--- config.mk ---
export PLATFORM = sky130hd
export DESIGN_NAME = search_sequencer_flat
export DESIGN_NICKNAME = d
export VERILOG_FILES = /design/src/rtl/search_sequencer_if.sv /design/src/rtl/search_sequencer.sv /design/src/flat_wrapper.sv
export SDC_FILE = /design/constraint.sdc
export NUM_CORES = 1
export LEC_CHECK = 0
export CORE_MARGIN = 2
export CORE_UTILIZATION = 58
export DETAILED_ROUTE_END_ITERATION = 16
export PLACE_DENSITY = 0.75
export SYNTH_ARGS = -nofsm -noshare
export SYNTH_HDL_FRONTEND = slang
export SYNTH_SLANG_ARGS = --single-unit
export TNS_END_PERCENT = 30
--- constraint.sdc ---
create_clock -name CLK -period 3.59 [get_ports CLK]
set_input_delay 1.077 -clock CLK [delete_from_list [all_inputs] [get_ports CLK]]
set_output_delay 1.077 -clock CLK [all_outputs]
set_load 0.01 [all_outputs]
--- src/rtl/search_sequencer_if.sv ---
// +--------------------------------------------------------------------------+
// | search_sequencer_if : command, counter and hash-pipeline signal bundle    |
// | Revision 1.0                                                             |
// +--------------------------------------------------------------------------+
`default_nettype none

interface search_sequencer_if;
  logic        start;
  logic        pause;
  logic        step_req;
  logic        clear;
  logic [29:0] count;
  logic        cnt_done;
  logic        match;
  logic        cnt_reset;
  logic        cnt_enable;
  logic        cnt_step;
  logic        cand_valid;
  logic [2:0]  state;
  logic        found;
  logic [29:0] found_value;
  logic [8:0]  in_flight;

  modport master (
    output start, pause, step_req, clear, count, cnt_done, match,
    input  cnt_reset, cnt_enable, cnt_step, cand_valid, state, found,
           found_value, in_flight
  );

  modport slave (
    input  start, pause, step_req, clear, count, cnt_done, match,
    output cnt_reset, cnt_enable, cnt_step, cand_valid, state, found,
           found_value, in_flight
  );
endinterface

`default_nettype wire

--- src/rtl/search_sequencer.sv ---
// +--------------------------------------------------------------------------+
// | search_sequencer : candidate search control FSM with match attribution    |
// | Revision 1.0                                                             |
// +--------------------------------------------------------------------------+
`default_nettype none

module search_sequencer #(
  parameter int unsigned LATENCY = 64
) (
  input  wire logic          CLK,
  input  wire logic          reset,
  search_sequencer_if.slave  bus
);

  typedef enum logic [2:0] {
    ST_IDLE      = 3'd0,
    ST_RUN       = 3'd1,
    ST_PAUSE     = 3'd2,
    ST_DRAIN     = 3'd3,
    ST_FOUND     = 3'd4,
    ST_EXHAUSTED = 3'd5
  } state_t;

  state_t              r_state;
  state_t              w_state_next;
  logic                r_step;
  logic                w_step_next;
  logic                r_cnt_reset;
  logic [29:0]         r_found_value;
  logic [8:0]          r_in_flight;
  logic [LATENCY-1:0]  r_vld;
  logic [29:0]         r_val [LATENCY];

  logic                w_flush;
  logic                w_enable;
  logic                w_cand_valid;
  logic                w_tail_vld;
  logic                w_qual_match;

  assign w_flush      = reset | bus.clear;
  assign w_enable     = (r_state == ST_RUN);
  assign w_cand_valid = (w_enable | r_step) & ~bus.cnt_done;
  assign w_tail_vld   = r_vld[LATENCY-1];
  // Only the first qualified hit is kept; FOUND ignores later ones.
  assign w_qual_match = bus.match & w_tail_vld & (r_state != ST_FOUND);

  always_comb begin
    w_state_next = r_state;
    w_step_next  = 1'b0;
    if (bus.clear) begin
      w_state_next = ST_IDLE;
    end else if (w_qual_match) begin
      w_state_next = ST_FOUND;
    end else begin
      case (r_state)
        ST_IDLE: begin
          if (bus.pause) begin
            w_state_next = ST_IDLE;
          end else if (bus.start) begin
            w_state_next = ST_RUN;
          end else if (bus.step_req) begin
            w_state_next = ST_PAUSE;
            w_step_next  = 1'b1;
          end
        end
        ST_RUN: begin
          if (bus.cnt_done) begin
            w_state_next = ST_DRAIN;
          end else if (bus.pause) begin
            w_state_next = ST_PAUSE;
          end
        end
        ST_PAUSE: begin
          if (bus.cnt_done) begin
            w_state_next = ST_DRAIN;
          end else if (bus.pause) begin
            w_state_next = ST_PAUSE;
          end else if (bus.start) begin
            w_state_next = ST_RUN;
          end else if (bus.step_req) begin
            w_step_next = 1'b1;
          end
        end
        ST_DRAIN: begin
          if (r_in_flight == 9'd0) begin
            w_state_next = ST_EXHAUSTED;
          end
        end
        default: w_state_next = r_state;
      endcase
    end
  end

  always_ff @(posedge CLK) begin
    if (reset) begin
      r_state <= ST_IDLE;
    end else begin
      r_state <= w_state_next;
    end
  end

  always_ff @(posedge CLK) begin
    r_cnt_reset <= w_flush;
    if (w_flush) begin
      r_step        <= 1'b0;
      r_found_value <= 30'd0;
      r_in_flight   <= 9'd0;
    end else begin
      r_step      <= w_step_next;
      r_in_flight <= r_in_flight + {8'd0, w_cand_valid} - {8'd0, w_tail_vld};
      if (w_qual_match) begin
        r_found_value <= r_val[LATENCY-1];
      end
    end
  end

  // Values need no flush: a cleared valid bit makes the entry inert.
  always_ff @(posedge CLK) begin
    if (w_flush) begin
      r_vld <= '0;
    end else begin
      r_vld[0] <= w_cand_valid;
      for (int i = 1; i < LATENCY; i++) begin
        r_vld[i] <= r_vld[i-1];
      end
    end
    r_val[0] <= bus.count;
    for (int i = 1; i < LATENCY; i++) begin
      r_val[i] <= r_val[i-1];
    end
  end

  assign bus.cnt_reset   = reset | r_cnt_reset;
  assign bus.cnt_enable  = w_enable;
  assign bus.cnt_step    = r_step;
  assign bus.cand_valid  = w_cand_valid;
  assign bus.state       = r_state;
  assign bus.found       = (r_state == ST_FOUND);
  assign bus.found_value = r_found_value;
  assign bus.in_flight   = r_in_flight;

endmodule

`default_nettype wire

--- src/flat_wrapper.sv ---
// flat-port wrapper written by rule: the top's interface ports become plain ports
module search_sequencer_flat 
#(
  parameter int unsigned LATENCY = 64
)
  (CLK, reset, bus_start, bus_pause, bus_step_req, bus_clear, bus_count, bus_cnt_done, bus_match, bus_cnt_reset, bus_cnt_enable, bus_cnt_step, bus_cand_valid, bus_state, bus_found, bus_found_value, bus_in_flight);
  search_sequencer_if bus_i ();
  input  wire logic CLK;
  input  wire logic reset;
  input wire logic [$bits(bus_i.start)-1:0] bus_start;
  input wire logic [$bits(bus_i.pause)-1:0] bus_pause;
  input wire logic [$bits(bus_i.step_req)-1:0] bus_step_req;
  input wire logic [$bits(bus_i.clear)-1:0] bus_clear;
  input wire logic [$bits(bus_i.count)-1:0] bus_count;
  input wire logic [$bits(bus_i.cnt_done)-1:0] bus_cnt_done;
  input wire logic [$bits(bus_i.match)-1:0] bus_match;
  output wire logic [$bits(bus_i.cnt_reset)-1:0] bus_cnt_reset;
  output wire logic [$bits(bus_i.cnt_enable)-1:0] bus_cnt_enable;
  output wire logic [$bits(bus_i.cnt_step)-1:0] bus_cnt_step;
  output wire logic [$bits(bus_i.cand_valid)-1:0] bus_cand_valid;
  output wire logic [$bits(bus_i.state)-1:0] bus_state;
  output wire logic [$bits(bus_i.found)-1:0] bus_found;
  output wire logic [$bits(bus_i.found_value)-1:0] bus_found_value;
  output wire logic [$bits(bus_i.in_flight)-1:0] bus_in_flight;
  assign bus_i.start = bus_start;
  assign bus_i.pause = bus_pause;
  assign bus_i.step_req = bus_step_req;
  assign bus_i.clear = bus_clear;
  assign bus_i.count = bus_count;
  assign bus_i.cnt_done = bus_cnt_done;
  assign bus_i.match = bus_match;
  assign bus_cnt_reset = bus_i.cnt_reset;
  assign bus_cnt_enable = bus_i.cnt_enable;
  assign bus_cnt_step = bus_i.cnt_step;
  assign bus_cand_valid = bus_i.cand_valid;
  assign bus_state = bus_i.state;
  assign bus_found = bus_i.found;
  assign bus_found_value = bus_i.found_value;
  assign bus_in_flight = bus_i.in_flight;
  search_sequencer #(.LATENCY(LATENCY)) u_core (.CLK(CLK), .reset(reset), .bus(bus_i));
endmodule
After elaboration in Yosys (flattened, before gate mapping)

Memories as Yosys holds them, arrays and structs flattened. A register that Yosys moved wholly into a read port is not among the register bits.
Index checks and enable logic that the tools add are counted.

Eq/ne operators: 13
Multiplexer cells: 16
Bitwise operators: 7
Reduce and logical (&&, ||, !) cells: 9
$add $sub $neg: 2

Operators by type and width:

| operator             | count |
|---|---|
| $mux W3              | 10 |
| $ne A4 B4 Y1 const B | 3 |
| $pmux W3 S4          | 1 |
| $ne A5 B4 Y1 const B | 2 |
| $reduce_and A5 Y1    | 2 |
| $add A9 B1 Y9        | 1 |
| $logic_not A9 Y1     | 1 |
| $sub A9 B1 Y9        | 1 |
| $eq A3 B2 Y1 const B | 2 |
| $ne A3 B3 Y1 const B | 2 |
| $reduce_or A3 Y1     | 2 |
| $reduce_bool A5 Y1   | 1 |
| $mux W1              | 4 |
| $reduce_bool A4 Y1   | 1 |
| $and A1 B1 Y1        | 3 |
| $eq A3 B1 Y1 const B | 1 |
| $eq A3 B3 Y1 const B | 1 |
| $logic_not A3 Y1     | 1 |
| $ne A3 B1 Y1 const B | 1 |
| $or A1 B1 Y1         | 3 |
| $ne A2 B1 Y1 const B | 1 |
| $pmux W1 S2          | 1 |
| $reduce_or A2 Y1     | 1 |
| $not A1 Y1           | 1 |

RAM bits: 1920
Bits of input ports: 38
Memories kept: 1
Register bits: 78
Logic and storage cells: 54
Output and inout port bits: 47

Memories:

| name         | depth | bits a word | read ports | clocked after Yosys merged registers in | wr ports | RTL line               | source |
|---|---|---|---|---|---|---|---|
| u_core.r_val | 64    | 30          | 64         | 1                                       | 64       | search_sequencer.sv:32 | `logic [29:0] r_val [LATENCY];` |

Logic depth before layout (Yosys ltp)

Gate-level depths: netlist of the first run.

Word-level depth: 5
Gate-level depth with buffers: 13
Depth with buffers taken out: 13

Worst setup path after synthesis of the first run

OpenSTA, ideal clock, no wires.

Kind: input-to-reg
From: in bus_cnt_done
To: reg u_core.r_in_flight[8] (netlist: u_core.bus.in_flight[8])
Setup time: 0.132 ns
Required time: 3.458 ns
Arrival time: 2.958 ns
Stages on the path: 11
Path slack: 0.500 ns
Buffers on the path: 0
Path through: o21bai_1 > ha_1 > inv_1 > ha_1 > inv_1 > fa_1 > nor2b_1 > o221ai_1 > a211oi_1 > or3_1 > a21oi_1

Longest elaborated chain between the ends: 4

Ends and longest elaborated chain:

| element                | RTL line                | source |
|---|---|---|
| start: declaration     | flat_wrapper.sv:15      | `input wire logic [$bits(bus_i.cnt_done)-1:0] bus_cnt_done;` |
| $not A1 Y1             | search_sequencer.sv:42  | `assign w_cand_valid = (w_enable \| r_step) & ~bus.cnt_done;` |
| $and A1 B1 Y1          | search_sequencer.sv:42  |  |
| $add A9 B1 Y9          | search_sequencer.sv:110 | `r_in_flight <= r_in_flight + {8'd0, w_cand_valid} - {8'd0, w_tail_vld};` |
| $sub A9 B1 Y9          | search_sequencer.sv:110 |  |
| end signal: assignment | search_sequencer.sv:110 |  |
| end: declaration       | search_sequencer.sv:30  | `logic [8:0] r_in_flight;` |

No other way between the ends.
A chain may end at the register's enable or synchronous reset.

Worst setup path after layout of the first run

From: reg u_core.r_state[1] (netlist: u_core.bus.state[1])
To: out bus_cand_valid

Longest elaborated chain between the ends: 3

Ends and longest elaborated chain:

| element                  | RTL line               | source |
|---|---|---|
| start: declaration       | search_sequencer.sv:24 | `state_t r_state;` |
| start signal: assignment | search_sequencer.sv:98 | `r_state <= w_state_next;` |
| $eq A3 B1 Y1             | search_sequencer.sv:41 | `assign w_enable = (r_state == ST_RUN);` |
| $or A1 B1 Y1             | search_sequencer.sv:42 |  |
| $and A1 B1 Y1            | search_sequencer.sv:42 |  |
| end: declaration         | flat_wrapper.sv:20     | `output wire logic [$bits(bus_i.cand_valid)-1:0] bus_cand_valid;` |

No other way between the ends.

==> results of run 1 <==
## metal layers
layer	track usage	vias to the layer above	share of wire
met3	0.0455	150	0.061
met2	0.202	385	0.48
met1	0.130	7132	0.42
li1	-	7652	-
met5	0	-	0
met4	0.0715	0	0.037
## critical path, cell delays in order (launching register included)
cell and delay [ps]:
dfxtp_1 440, nor3_2 370, o21bai_2 130, buf_4 150, inv_1 50, clkdlybuf4s50_1 520
## cells by family (layout without fill, tap and decap cells)
kind of cell | after synthesis | in the layout | share of synthesized area
AO/OA/AOI/OAI | 58 | 58 | 0.00798
XOR/XNOR | 4 | 4 | 0.000831
adder cells (fa/ha/maj) | 13 | 13 | 0.00404
buffers and inverters | 36 | 414 | 0.00350
flip-flops | 2028 | 2028 | 0.963
multiplexers | 2 | 2 | 0.000504
AND/OR/NAND/NOR | 162 | 162 | 0.0204
## synth_stat cells (all sizes together)
cell type  count  share of area
xnor2          2        0.00042
nand4          1        0.00015
and4           1        0.00021
o22ai          1        0.00015
buf            6        0.00083
nor4           2        0.00030
nor2          10        0.00089
o221ai         1        0.00021
and3b          1        0.00021
o2111ai        1        0.00021
mux2           1        0.00027
nor3           6        0.00083
a31oi          1        0.00015
a21o           1        0.00018
o21a           2        0.00036
nand3b         1        0.00018
nor4bb         1        0.00024
fa             1        0.00047
o32ai          1        0.00021
clkbuf        14         0.0012
or4b           1        0.00033
o21ai          4        0.00047
a211oi         2        0.00036
or2            3        0.00045
or4            2        0.00045
dfxtp       2028           0.96
o21bai         4        0.00071
xor2           2        0.00042
ha            12         0.0036
nor2b          2        0.00030
mux2i          1        0.00024
a221oi         1        0.00036
or3            1        0.00015
a21oi         39         0.0046
inv           16         0.0014
and2          65         0.0097
nand2         62         0.0055
and2b          1        0.00021
nand2b         2        0.00030
## cell type report
class,count,area (sq um)
clock buffer,248,5000
clock inverter,60,850
timing repair buffer,90,885
inverter,16,60.1
fill,4430,21700
tap,950,1190
multi-input combinational,239,1440
sequential,2028,40600
## through the flow
step | cells | TNS [ps] | hold slack (ps)
2_1_floorplan | 2303 | 0 | 310
3_3_place_gp | 3323 | -167 | 310
3_5_place_dp | 3323 | -839 | 312
4_1_cts | 3631 | 0 | 300
5_1_grt | 3631 | 0 | 305
6_report | 3631 | 0 | 305
## registers in the layout, summed over array words and instances (netlist names)
signal                  cells
u_core.r_val             1920
u_core.r_vld               64
u_core.bus.found_value     30
u_core.bus.in_flight        9
u_core.bus.state            3
u_core.bus.cnt_step         1
u_core.r_cnt_reset          1
## power groups by stage
stage	logic [mW]	clock network [mW]	registers (mW)
CTS	0.0875	19.0	23.6
detailed placement	0.0862	0	24.1
finish	0.0895	18.5	23.6
global route	0.0972	19.9	23.7
floorplan	0.0304	0	24.0
global placement	0.0787	0	24.0
## worst max path at each step
| stage | end | slack [ps] | cells past startpoint |
|---|---|---|---|
| 2_1_floorplan | u_core.bus.in_flight[8]$_SDFF_PP0_ | 500 | 11 |
| 3_3_place_gp | u_core.bus.in_flight[8]$_SDFF_PP0_ | -130 | 12 |
| 3_5_place_dp | u_core.bus.in_flight[8]$_SDFF_PP0_ | -420 | 12 |
| 4_1_cts | bus_cand_valid | 90 | 6 |
| 5_1_grt | bus_cand_valid | 60 | 6 |
| 6_report | bus_cand_valid | 130 | 5 |
## repair_timing
action,in CTS,in global routing
gates resized for setup,3,1
endpoints found under the hold margin,0,0
cloned,0,0
endpoints found under the setup margin,1,1
==> metrics.csv, run 1 <==
stage,metric,value,unit
clock_tree,htreeDepth,4,
power_and_ir_drop,power.leakage,20.6,nW
timing,period_needed,3460,ps
power_and_ir_drop,p_comb_frac,0.002,
logic_synthesis,synth_nets,2354,
routing,wl,42500,um
floorplanning,start_util,0.588,
logic_synthesis,yosys_warnings,0,
floorplanning,die_area,74900,sq um
setup_path,start_kind,flip-flop,
place,port_buffers,84,
timing,final.setup_skew,20.2,ps
logic_synthesis,yosysSeqAreaShare,0.963,
routing,via_per_inst,4.22,
power_and_ir_drop,p_seq_frac,0.560,
floorplanning,coreArea,71700,sq um
power_and_ir_drop,peakVddDrop,0.000591,V
cells_and_area,area_delta_synth_final,18.6,%
power_and_ir_drop,power_density,843,nW/um^2
setup_path,startpoint,u_core.bus.state[1]$_SDFFE_PP0P_,
routing,drt_iter0_markers,815,
power_and_ir_drop,switching_power,7.66,mW
cells_and_area,nNetsFinal,2595,
routing,drc_errors,0,
hold_path,holdPathStages,0,
grt,grt_remaining_overflow,0,
outcome,status,completed,
logic_synthesis,synthesis.area,42200,sq um
cells_and_area,final_common_cell,dfxtp_1,
power_and_ir_drop,swShare,0.182,
setup_path,worstPathMaxFanout,11,
setup_path,regToRegSetupSlack,380,ps
clock_tree,cts_buffers,169,
setup_path,worst_ep_arrival_time,2380,ps
timing,finalCritPeriodShare,0.964,
timing,fmax,289,MHz
place,dpl_cell_area,44200,sq um
timing,tightest_slew,438,ps
grt,grt_pass1_wl,72500,um
routing,ant_nets,0,
clock_tree,ctsHoldBuffers,0,
timing,hold_viol_final,0,
grt,grt_use_total,0.120,
power_and_ir_drop,clock_power_share,0.438,
place,place_ws,-417,ps
setup_path,crit_path_end_kind,output port,
cells_and_area,fin_util,0.697,
place,place_congestion,0.777,
floorplanning,fp.dieH,274,um
cells_and_area,mostFrequentLayoutCells,"dfxtp_1, clkbuf_16, clkdlybuf4s50_1, and2_1, nand2_1",
logic_synthesis,synth_seq_cells,2028,
setup_path,worstSetupPathType,reg2out,
clock_tree,cts_sinks,2028,
power_and_ir_drop,fin_total_pwr,42.2,mW
clock_tree,cts.clk_slew.worst_paths,70,ps
timing,rsz0062_at_grt,no,
clock_tree,cts_buffer_depth,3,
job,cap_violations,0,
clock_tree,postCtsSetupRepairBufs,0,
floorplanning,die_w,274,um
logic_synthesis,syn_inst,2303,
timing,slew_viol_final,0,
setup_path,r2r_start,u_core.bus.state[1]$_SDFFE_PP0P_,
clock_tree,clock_latency,730,ps
floorplanning,io_pins,85,
hold_path,min_to,u_core.r_val[33][8]$_DFF_P_,
routing,vias,15300,
clock_tree,cts_tree,built,
grt,grt_antenna_before_repair,0,
hold_path,hold_start,u_core.r_val[32][8]$_DFF_P_,
logic_synthesis,avgSynthCellArea,18.3,sq um
setup_path,cp.required,2510,ps
grt,first_global_vias,16100,
place,dp_hpwl,20100,um
floorplanning,rows,98,
timing,layout_setup_ws,130,ps
timing,setup_viol,0,
logic_synthesis,ys_types,45,
clock_tree,cts_root_buf,clkbuf_16,
routing,wire_per_inst,11.7,um
hold_path,hp-class,reg2reg,
cells_and_area,antenna_cells,0,
setup_path,ff2ff_path_depth,12,
timing,max_slew_margin,0.708,
grt,grt_max_degree,64,
cells_and_area,drive_gt1_frac,0.108,
setup_path,worstReg2RegEnd,u_core.bus.in_flight[8]$_SDFF_PP0_,
power_and_ir_drop,internal_power,34.5,mW
routing,drtPass1Iterations,8,
cells_and_area,fin_area,50000,sq um
(Power assumes the default switching activity.)
==> inputs of run 2 (changes only) <==
CAP_MARGIN = 20   (was default)
RECOVER_POWER = 100   (was default)
==> run 2 against run 1 <==
Worst hold slack improved by 3.4 ps. Final cell count is the same. Global-route usage is the same. Fmax shrank 0.84%. Design area about the same. Flip-flop and latch count did not move. Clock skew about the same. Worst setup slack worse by 29 ps. First-iteration DRC count grew 2.7%. Register-to-register slack got worse by 70 ps. Count of clock-buffer cells in the layout did not move. Power hardly changed. The flow now finishes with violations (max-capacitance violations, max-slew violations).
==> metrics.csv, run 2 (same netlist as run 1, synthesis figures left out) <==
stage,metric,value,unit
outcome,status,"complete, but fails checks",
outcome,violations,"max-capacitance violations, max-slew violations",
job,cap_violations,1,
setup_path,regToRegSetupSlack,310,ps
grt,grt_antenna_before_repair,0,
routing,via_per_inst,4.22,
timing,slew_viol_final,42,
clock_tree,htreeDepth,4,
timing,fmax,287,MHz
routing,drc_errors,0,
cells_and_area,largest_reg_flops,1920,
clock_tree,postCtsSetupRepairBufs,0,
grt,grt_use_total,0.120,
cells_and_area,nFillCells,4436,
power_and_ir_drop,power_density,843,nW/um^2
place,dp_hpwl,20100,um
routing,vias,15300,
routing,drtPass1Iterations,7,
power_and_ir_drop,peakVddDrop,0.000591,V
timing,tns,0,ps
place,dpl.cell_count,3323,
routing,wire_per_inst,11.7,um
power_and_ir_drop,power.leakage,20.8,nW
cells_and_area,nNetsFinal,2595,
cells_and_area,drive_gt1_frac,0.107,
routing,wl,42400,um
setup_path,start_kind,primary input,
clock_tree,cts_tree,built,
timing,finalCritPeriodShare,0.972,
floorplanning,die_w,274,um
timing,tightest_slew,1790,ps
setup_path,worstSetupPathType,in2out,
power_and_ir_drop,fin_total_pwr,42.1,mW
grt,use_met1,0.130,
clock_tree,cts_buffers,169,
floorplanning,fp.dieH,274,um
grt,first_global_vias,16100,
timing,final.setup_skew,19.8,ps
grt,grt.busiest_layer,met2,
timing,hold_viol_final,0,
setup_path,ff2ff_path_depth,12,
cells_and_area,largest-register,u_core.r_val,
hold_path,holdPathStages,0,
setup_path,crit_path_end_kind,output port,
timing,rsz0062_at_grt,no,
timing,layout_setup_ws,100,ps
clock_tree,cts_buffer_depth,3,
timing,max_slew_margin,-0.192,
floorplanning,die_area,74900,sq um
cells_and_area,final_cells,3631,
clock_tree,cts.clk_slew.worst_paths,60,ps
clock_tree,cts_sinks,2028,
timing,hold_slack,308,ps
place,place_congestion,0.777,
timing,setup_viol,0,
floorplanning,start_util,0.588,
place,place_ws,-417,ps
place,dpl_cell_area,44200,sq um
clock_tree,clock_latency,730,ps
grt,use_met3,0.0455,
setup_path,cp.required,2510,ps
floorplanning,io_pins,85,
routing,ant_nets,0,
cells_and_area,final_common_cell,dfxtp_1,
place,port_buffers,84,
cells_and_area,mostFrequentLayoutCells,"dfxtp_1, clkbuf_16, dlygate4sd3_1, nand2_1, a21oi_1",
hold_path,hp-class,reg2reg,
grt,grt_remaining_overflow,0,
floorplanning,rows,98,
floorplanning,coreArea,71700,sq um
cells_and_area,antenna_cells,0,
clock_tree,cts_root_buf,clkbuf_16,
grt,grt_max_degree,64,
timing,period_needed,3490,ps
routing,drt_iter0_markers,837,
grt,grt_pass1_wl,72500,um
setup_path,worst_ep_arrival_time,2410,ps
cells_and_area,fin_util,0.697,
cells_and_area,fin_area,50000,sq um
setup_path,worstPathMaxFanout,2,
grt,globalRouteMet2Util,0.202,
cells_and_area,area_delta_synth_final,18.6,%
run 2: changes by cell type in the layout (fill, tap and decap cells not counted), moves of 2 or more:
cell and delta:
clkdlybuf4s50_1 -76, dlygate4sd3_1 +76, and2_0 +33, and2_1 -33, buf_4 -2
run 2: layout make-up:
class                      instances  area [sq um]  share of cell area
sequential                      2028         40600               0.812
clock inverter                    60           850              0.0170
inverter                          16          60.1             0.00120
clock buffer                     248          5000               0.100
multi-input combinational        239          1430              0.0285
tap                              950          1190              0.0238
timing repair buffer              90           878              0.0176
run 2: repair_timing:
item	4_1_cts	5_1_grt
endpoints found under the setup margin	1	1
hold buffers	0	0
gates resized for setup	3	1
run 2: metal layers:
| layer | wire length (um) | up-vias | share of wire |
|---|---|---|---|
| met5 | 0 | - | 0 |
| met4 | 1560 | 0 | 0.037 |
| met3 | 2680 | 162 | 0.063 |
| met2 | 20600 | 408 | 0.49 |
| met1 | 17600 | 7112 | 0.41 |
| li1 | - | 7657 | - |
run 2: report_power, final:
part	internal (mW)	switching (mW)	leakage, nW	total, mW
sequential	23.4	0.191	16.9	23.6
clock	11.0	7.42	2.87	18.5
combinational	0.0414	0.0384	0.960	0.0798
total	34.5	7.65	20.8	42.1
run 2: worst max-delay path, stage by stage:
cell,delay (ps)
dlygate4sd3_1,560
or2_2,300
clkdlybuf4s50_1,470
run 2: final timing paths:
kind,to,from
worst max-delay path,bus_cnt_reset,reset
worst min-delay path,u_core.r_val[33][8]$_DFF_P_,u_core.r_val[32][8]$_DFF_P_
worst max register to register,u_core.bus.in_flight[8]$_SDFF_PP0_,u_core.bus.state[1]$_SDFFE_PP0P_
worst min register to register,u_core.r_val[33][8]$_DFF_P_,u_core.r_val[32][8]$_DFF_P_
==> inputs of run 3 (changes only) <==
CORE_MARGIN = default   (was 2)
clock period = 3.71 ns   (was 3.59 ns; I/O delays follow)
==> run 3 against run 2 <==
The run still ends with max-capacitance violations, max-slew violations left. Utilization is 0.31 points lower. Power is 4.7% lower. Design area is 0.44% lower. Non-clock buffer count stayed put. Largest cell class unchanged. Sequential share of layout area is 0.35 points higher. Routed wire length is 2.7% higher. First-iteration DRC count stayed put. Largest power group unchanged. Critical path type unchanged. Clock power is 6% lower. Sequential power is 3% lower.
==> metrics.csv, run 3 (same netlist as run 1, synthesis figures left out) <==
stage,metric,value,unit
floorplanning,die_w,272,um
hold_path,hold_start,u_core.r_val[31][4]$_DFF_P_,
routing,wl,43500,um
clock_tree,cts_buffers,170,
setup_path,worst_ep_arrival_time,2510,ps
cells_and_area,mostFrequentLayoutCells,"dfxtp_1, clkbuf_16, dlygate4sd3_1, nand2_1, clkbuf_1",
power_and_ir_drop,switching_power,7.48,mW
timing,layout_setup_ws,87.2,ps
setup_path,worstPathCellList,clkdlybuf4s50_1 -> o21bai_1 -> clkbuf_1 -> inv_1 -> clkdlybuf4s50_1,
routing,wire_per_inst,12.0,um
cells_and_area,final_common_cell,dfxtp_1,
setup_path,crit_path_end_kind,output port,
power_and_ir_drop,p_comb_frac,0.002,
cells_and_area,fin_area,49800,sq um
floorplanning,fp.dieH,272,um
cells_and_area,fin_util,0.694,
routing,vias,15500,
clock_tree,cts_sinks,2028,
grt,grt_remaining_overflow,0,
cells_and_area,antenna_cells,0,
floorplanning,start_util,0.588,
setup_path,cp_slowest_cell,clkdlybuf4s50_1,
power_and_ir_drop,swShare,0.186,
cells_and_area,drive_gt1_frac,0.101,
place,dp_hpwl,20700,um
place,place_ws,-177,ps
floorplanning,rows,98,
power_and_ir_drop,clock_power_share,0.430,
timing,period_needed,3620,ps
cells_and_area,largest-register,u_core.r_val,
cells_and_area,nNetsFinal,2596,
timing,setup_viol,0,
timing,tns,0,ps
setup_path,worstPathMaxFanout,2,
clock_tree,clock_latency,730,ps
hold_path,hp-class,reg2reg,
clock_tree,cts.clk_slew.worst_paths,60,ps
timing,tightest_slew,1740,ps
setup_path,startpoint,bus_cnt_done,
grt,grt_pass1_wl,74600,um
outcome,violations,"max-capacitance violations, max-slew violations",
timing,hold_slack,309,ps
clock_tree,ctsHoldBuffers,0,
timing,finalCritPeriodShare,0.977,
routing,drt_iter0_markers,837,
grt,grt_max_degree,69,
clock_tree,cts_root_buf,clkbuf_16,
timing,max_slew_margin,-0.163,
setup_path,max_stage_delay,520,ps
setup_path,r2r_start,u_core.bus.state[0]$_SDFFE_PP0P_,
timing,rsz0062_at_grt,no,
place,dpl.cell_count,3323,
grt,first_global_vias,16100,
routing,ant_nets,0,
outcome,status,"complete, but fails checks",
cells_and_area,area_delta_synth_final,18.1,%
floorplanning,io_pins,85,
clock_tree,cts_buffer_depth,3,
place,port_buffers,84,
setup_path,worstSetupPathType,in2out,
timing,hold_viol_final,0,
floorplanning,coreArea,71700,sq um
setup_path,cp.required,2600,ps
power_and_ir_drop,power_density,807,nW/um^2
power_and_ir_drop,p_seq_frac,0.568,
place,place_congestion,0.804,
setup_path,cp_common_cell,clkdlybuf4s50_1,
clock_tree,cts_tree,built,
cells_and_area,final_cells,3634,
power_and_ir_drop,power.leakage,20.6,nW
routing,drc_errors,0,
grt,grt_use_total,0.126,
power_and_ir_drop,fin_total_pwr,40.2,mW
place,dpl_cell_area,44200,sq um
timing,final.setup_skew,20.3,ps
timing,fmax,276,MHz
routing,via_per_inst,4.26,
timing,slew_viol_final,34,
setup_path,start_kind,primary input,
cells_and_area,largest_reg_flops,1920,
job,cap_violations,1,
floorplanning,die_area,73800,sq um
power_and_ir_drop,peakVddDrop,0.000576,V
power_and_ir_drop,internal_power,32.7,mW
clock_tree,htreeDepth,4,
routing,drtPass1Iterations,5,
grt,grt_antenna_before_repair,0,
==> run 3: changes by cell type in the layout (fill, tap and decap cells not counted), sizes merged <==
| cell | before | now |
|---|---|---|
| clkbuf | 250 | 264 |
| bufinv | 19 | 9 |
| clkinvlp | 7 | 4 |
| inv | 21 | 23 |
| buf | 4 | 3 |
| clkinv | 29 | 30 |
| dlygate4sd2 | 1 | 0 |
| dlygate4sd3 | 76 | 77 |
==> run 3: timing repair <==
item	4_1_cts	5_1_grt
endpoints found under the setup margin	1	0
setup buffers	0	0
resized for setup	1	0
==> run 3: path summary, 6_finish.rpt <==
path / endpoint / depth (start not counted) / slack (ps)
worst max-delay path: bus_cand_valid / 5 / 90
worst max register to register: u_core.bus.in_flight[6]$_SDFF_PP0_ / 13 / 160
worst min register to register: u_core.r_val[32][4]$_DFF_P_ / 0 / 310
worst min-delay path: u_core.r_val[32][4]$_DFF_P_ / 0 / 310
==> run 3: metal layers <==
layer  GRT usage  up-vias  wire length (um)  share of wire
met3      0.0409      171              2140          0.049
met5           0        -                 0              0
met1       0.132     7250             17600           0.40
met4      0.0791        0              1710          0.039
li1            -     7667                 -              -
met2       0.217      385             22100           0.51
==> run 3: cell type report <==
class	instances	area, sq um
timing repair buffer	90	876
multi-input combinational	239	1420
tap	950	1190
clock buffer	261	5010
sequential	2028	40600
clock inverter	50	627
inverter	16	60.1
fill	4474	21900
==> run 3: power by group through the flow <==
stage / clock (mW) / combinational [mW] / sequential, mW
5_1_grt: 18.8 / 0.0858 / 22.9
2_1_floorplan: 0 / 0.0294 / 23.2
6_report: 17.3 / 0.0783 / 22.8
3_3_place_gp: 0 / 0.0765 / 23.3
3_5_place_dp: 0 / 0.0842 / 23.3
4_1_cts: 17.8 / 0.0858 / 22.9
==> run 3: critical path: cells and delay by family <==
kind / cells / cell delay (ps)
buffers and inverters: 4 / 1180
AO/OA/AOI/OAI: 1 / 210
